**config.mk**
```make
export PLATFORM = sky130hd
export DESIGN_NAME = mdu_ctrl
export DESIGN_NICKNAME = d
export VERILOG_FILES = /design/src/rtl/mdu_ctrl.sv
export SDC_FILE = /design/constraint.sdc
export NUM_CORES = 1
export LEC_CHECK = 0
export BUFFER_PORTS_ARGS = -buffer_cell sky130_fd_sc_hd__buf_4
export CAP_MARGIN = 20
export CORE_AREA = 2 2 115 117
export CTS_CLUSTER_SIZE = 16
export DETAILED_ROUTE_END_ITERATION = 8
export DIE_AREA = 0 0 117 119
export PLACE_DENSITY = 0.82
export SLEW_MARGIN = 30
export SYNTH_ARGS = -nofsm -noshare
export SYNTH_HDL_FRONTEND = slang
export SYNTH_SLANG_ARGS = --single-unit
export TNS_END_PERCENT = 10
```
**constraint.sdc**
```tcl
create_clock -name clk -period 4.85 [get_ports clk]
set_input_delay 0.7275 -clock clk [delete_from_list [all_inputs] [get_ports clk]]
set_output_delay 0.7275 -clock clk [all_outputs]
set_load 0.005 [all_outputs]
```
**src/rtl/mdu_ctrl.sv**
```systemverilog
// HI/LO multiply-divide controller for the E stage.
// Sequences a multi-cycle multiply/divide on an external combinational
// arithmetic core. It owns the architectural HI/LO registers, serves
// mfhi/mflo reads and stalls the front of the pipeline while a result
// is pending.
//
// state | meaning
// ------+---------------------------------------------------------------
// IDLE  | no operation running; accepts mult/div starts and mthi/mtlo
// RUN   | operands latched, counting down to the HI/LO commit edge
module mdu_ctrl #(
  parameter int MULT_LAT = 5,
  parameter int DIV_LAT  = 10
) (
  input  logic        clk,
  input  logic        reset,
  input  logic [3:0]  e_op,
  input  logic [31:0] e_rs,
  input  logic [31:0] e_rt,
  input  logic        d_uses_md,
  input  logic        cancel,
  output logic [31:0] core_a,
  output logic [31:0] core_b,
  output logic [1:0]  core_op,
  input  logic [31:0] core_hi,
  input  logic [31:0] core_lo,
  output logic [31:0] hi,
  output logic [31:0] lo,
  output logic [31:0] e_rd_data,
  output logic        busy,
  output logic        stall
);

  localparam int MAX_LAT = (MULT_LAT > DIV_LAT) ? MULT_LAT : DIV_LAT;
  localparam int CNT_W   = $clog2(MAX_LAT + 1);

  localparam logic [CNT_W-1:0] MULT_LD = CNT_W'(MULT_LAT);
  localparam logic [CNT_W-1:0] DIV_LD  = CNT_W'(DIV_LAT);
  localparam logic [CNT_W-1:0] CNT_ONE = CNT_W'(1);

  localparam logic [3:0] OP_MULT  = 4'd1;
  localparam logic [3:0] OP_MULTU = 4'd2;
  localparam logic [3:0] OP_DIVU  = 4'd4;
  localparam logic [3:0] OP_MTHI  = 4'd5;
  localparam logic [3:0] OP_MTLO  = 4'd6;
  localparam logic [3:0] OP_MFHI  = 4'd7;
  localparam logic [3:0] OP_MFLO  = 4'd8;

  typedef enum logic {
    IDLE = 1'b0,
    RUN  = 1'b1
  } state_t;

  state_t           state, state_nxt;
  logic [CNT_W-1:0] cnt, cnt_nxt;
  logic             start;
  logic             commit;
  logic             wr_hi;
  logic             wr_lo;
  logic             is_arith;
  logic             is_mult;

  // Decode the E-stage op into arithmetic class; 9-15 fall out as none.
  always_comb begin
    is_arith = (e_op >= OP_MULT) && (e_op <= OP_DIVU);
    is_mult  = (e_op == OP_MULT) || (e_op == OP_MULTU);
  end

  // Next-state, counter and strobe logic; cancel suppresses everything.
  always_comb begin
    state_nxt = state;
    cnt_nxt   = cnt;
    start     = 1'b0;
    commit    = 1'b0;
    wr_hi     = 1'b0;
    wr_lo     = 1'b0;
    case (state)
      IDLE: begin
        if (!cancel) begin
          if (is_arith) begin
            start     = 1'b1;
            state_nxt = RUN;
            cnt_nxt   = is_mult ? MULT_LD : DIV_LD;
          end
          wr_hi = (e_op == OP_MTHI);
          wr_lo = (e_op == OP_MTLO);
        end
      end
      RUN: begin
        // Any new op arriving here is ignored; the pipeline holds it via stall.
        if (cancel) begin
          state_nxt = IDLE;
          cnt_nxt   = '0;
        end else if (cnt == CNT_ONE) begin
          commit    = 1'b1;
          state_nxt = IDLE;
          cnt_nxt   = '0;
        end else begin
          cnt_nxt = cnt - CNT_ONE;
        end
      end
      default: begin
        state_nxt = IDLE;
        cnt_nxt   = '0;
      end
    endcase
  end

  // State and countdown register.
  always_ff @(posedge clk) begin
    if (reset) begin
      state <= IDLE;
      cnt   <= '0;
    end else begin
      state <= state_nxt;
      cnt   <= cnt_nxt;
    end
  end

  // Operand latch for the arithmetic core, loaded only on a start edge.
  always_ff @(posedge clk) begin
    if (reset) begin
      core_a  <= '0;
      core_b  <= '0;
      core_op <= '0;
    end else if (start) begin
      core_a  <= e_rs;
      core_b  <= e_rt;
      core_op <= 2'(e_op - OP_MULT);
    end
  end

  // Architectural HI/LO: core result on the final count, else mthi/mtlo.
  always_ff @(posedge clk) begin
    if (reset) begin
      hi <= '0;
      lo <= '0;
    end else if (commit) begin
      hi <= core_hi;
      lo <= core_lo;
    end else begin
      if (wr_hi) hi <= e_rs;
      if (wr_lo) lo <= e_rs;
    end
  end

  // Status and read data straight from the current register values.
  always_comb begin
    busy  = (state == RUN);
    stall = d_uses_md & (busy | start);
    if (e_op == OP_MFHI) begin
      e_rd_data = hi;
    end else if (e_op == OP_MFLO) begin
      e_rd_data = lo;
    end else begin
      e_rd_data = '0;
    end
  end

endmodule

```
==> results by group <==
Final layout
  • ANT cells: 0
  • P&R area growth vs syn: 50.6%
  • Layout Cells excl Fill: 1128
  • Multi-input gate area: 2760 um2
  • Commonest non-fill, non-tap cell in the layout: buf_4
  • Fill cells: 1039
  • Final Net Count: 1082
  • Commonest cells after routing, fill and taps aside: buf_4 (306), dfxtp_1 (135), nand2_1 (133), nor2_1 (69), a21oi_1 (65)
  • Share of cells above drive strength 1: 42.6%
  • Register area: 2700 um2

Clock tree
  • CTS root buf: clkbuf_16
  • Clk buf depth: 2
  • CTS buffer count: 17
  • Post-CTS Repair Setup Buffers: 0
  • TritonCTS clock tree: yes
  • H-Tree Depth: 4
  • CTS Sinks: 135
  • Clock transition at path regs: 0.05 ns
  • Skew-Pair Late Insertion Delay: 0.42 ns
  • CTS Hold Buffers Added: 0
  • Post-CTS Resized: 0

Global routing
  • Initial antenna violation count: 0
  • First-pass GRT wire length: 29.6 mm
  • Vias in the first global route: 5813
  • Met3 GRT Util: 8.55%
  • Gr busiest metal: met2
  • Met2 usage: 45.3%
  • Total track usage: 27.5%
  • Largest net degree at the start of global routing: 119
  • GRT overflow: 0
  • GR Util met1: 32.5%

Power
  • Static leakage: 3.80 nW
  • Clock power frac: 46.6%
  • Peak supply drop: 217 uV
  • Total Power: 2.76 mW
  • Internal power: 2.12 mW
  • Flop pwr share: 42.5%
  • Combinational group share of total power: 10.9%
  • Switching share of power: 23.2%
  • Cell Pwr Density: 317 nW/um2
  • Switching power: 0.639 mW

Logic synthesis
  • Async SR Flop Fraction: 0%
  • Main combinational cell family by area after synthesis: simple AND/OR/NAND/NOR gates
  • Average size of a mapped cell: 8.64 um2
  • Cell count after synthesis: 667
  • Synthesis-stage register bit count: 135
  • Adder-Cell Fraction of Synth Area: 1.52%
  • Ys Warns: 0
  • Post-Syn Nets: 810
  • Post-synthesis xor/xnor area fraction: 0.152%
  • Synth cell types: 35
  • Multiplexer share of the synthesized area: 0.174%
  • Netlist Area Pre-Place: 5770 um2
  • Seq/Total Area, Yosys: 46.9%
  • Post-synth EDFFs: 0
  • Compound-Gate Fraction of Synth Area: 19.6%
  • Post-synthesis simple-gate area fraction: 26.2%
  • Main synth FF type: dfxtp_1

Worst setup path
  • CP Launch Type: input port
  • Worst path required time: 4.12 ns
  • Maximum fanout along the worst path: 32
  • Most used cell, CP: buf_4
  • R2R depth: 6
  • Crit path to: e_rd_data[28]
  • CP peak stage delay: 0.66 ns
  • CP max-delay cell: nor2_4
  • Worst reg2reg endpoint: lo[6]$_SDFFE_PP0P_
  • Worst r2r src: cnt[0]$_SDFFE_PP0P_
  • Critical Path, Cell by Cell: buf_4 > inv_1 > ha_1 > nand2_1 > nor2_4 > a22o_1 > buf_4
  • Arr. time, crit path: 2.22 ns
  • Worst reg2reg setup slack: 2.64 ns
  • Worst setup path start: e_op[0]
  • Crit path capture type: primary output
  • Kind of critical path: in2out

Timing
  • Fin. max-slew vios: 0
  • WHS: 0.453 ns
  • Final setup fails: 0
  • Skew final: 0.00747 ns
  • Slew HR: 42.3%
  • RSZ-0062 raised after global routing: false
  • F_max: 339 MHz
  • Total negative setup slack: 0 ns
  • Tightest Pin Transition: 0.865 ns
  • Count of final hold-check violations: 0
  • Minimum clock period: 2.95 ns
  • Fin worst setup slack: 1.90 ns
  • Fin crit share: 60.8%

Routing
  • Drt pass-1 iters: 5
  • Via count: 5996
  • Vias/cell: 5.32
  • First DRT Iteration DRCs: 419
  • Final Routed Wirelength: 19.7 mm
  • DRC violations left: 0
  • DRT antenna net count: 0
  • Drt wl/cell: 17.4 um

Placed design
  • Worst slack, placed: 1.90 ns
  • Placed Cells: 1096
  • I/O Buffers: 299
  • Gpl congestion: 0.892
  • DP Wirelength: 13.7 mm

Run
  • MaxCap Viol Count: 0

Die
  • Core Footprint: 12900 um2
  • Number of placement rows: 42
  • I/O pins: 300
  • Die Wd: 117 um
  • DIE AREA: 13900 um2
  • Initial Utilization: 44.8%
  • Die Ht: 119 um

Min path
  • Worst Hold Class: reg2reg

Outcome
  • Status: complete, no violations
per-stage QoR:
step                area (um2)  util, %
finish                    8680     67.4
global route              8680     67.4
detailed placement        8080     62.8
floorplan                 5770        -
global placement          8020     62.3
CTS                       8680     67.4
synth_stat cells, types with 2 or more instances:
master	n	area share (%)
inv_1	9	0.59
a221oi_1	2	0.30
nor2_1	70	4.6
ha_1	7	1.5
o22ai_1	64	6.9
dfxtp_1	135	47
a211oi_1	3	0.39
buf_2	10	0.87
clkbuf_1	38	2.5
buf_6	8	1.6
nor3_1	5	0.43
a21oi_1	65	5.6
nand2_1	134	8.7
nor2b_1	2	0.22
nand2b_1	4	0.43
a22o_1	32	4.9
o22ai_4	2	0.69
nor3_2	60	10
metal layers:
metal | routed length, um | vias up
met5 | 0 | -
met3 | 1840 | 44
li1 | - | 2879
met1 | 7600 | 2789
met2 | 9700 | 284
met4 | 534 | 0
sequential cells by signal, summed over array words and instances (netlist names):
register,cells
cnt,4
core_b,32
core_a,32
hi,32
lo,32
busy,1
core_op,2
power by group through the flow:
stage,clock [mW],sequential (mW),combinational (mW)
2_1_floorplan,0,1.19,0.118
3_3_place_gp,0,1.19,0.292
3_5_place_dp,0,1.20,0.298
4_1_cts,1.30,1.17,0.300
5_1_grt,1.35,1.18,0.325
6_report,1.28,1.17,0.299
how the worst min path moves through the flow:
stage	start	to	slack, ns	cells after the start
after floorplan	core_a[0]$_SDFFE_PP0P_	core_a[0]$_SDFFE_PP0P_	0.45	2
after global placement	core_b[4]$_SDFFE_PP0P_	core_b[4]$_SDFFE_PP0P_	0.44	2
after detailed placement	core_b[0]$_SDFFE_PP0P_	core_b[0]$_SDFFE_PP0P_	0.45	2
after CTS	core_b[28]$_SDFFE_PP0P_	core_b[28]$_SDFFE_PP0P_	0.45	2
after global routing	core_a[14]$_SDFFE_PP0P_	core_a[14]$_SDFFE_PP0P_	0.47	2
final	core_a[22]$_SDFFE_PP0P_	core_a[22]$_SDFFE_PP0P_	0.45	2
cell families (layout without fill, tap and decap cells):
kind of cell,Yosys count,after routing
AND/OR/NAND/NOR,285,285
AO/OA/AOI/OAI,173,173
flip-flops,135,135
buffers and inverters,65,350
adder cells (fa/ha/maj),7,7
XOR/XNOR,1,1
multiplexers,1,1
final cells by class:
type	count	share of cell area (%)
clock inverters	5	0.677
multi-input cells	467	31.8
repair buffers	309	27.3
well taps	176	2.54
inverters	9	0.389
clock buffers	27	6.25
flip-flops and latches	135	31.1
critical path: cells and delay by family:
kind | cells | cell delay (ns)
simple gates | 2 | 0.74
compound gates | 1 | 0.24
buf+inv | 3 | 0.33
fa+ha+maj | 1 | 0.17
(Power assumes the default switching activity.)
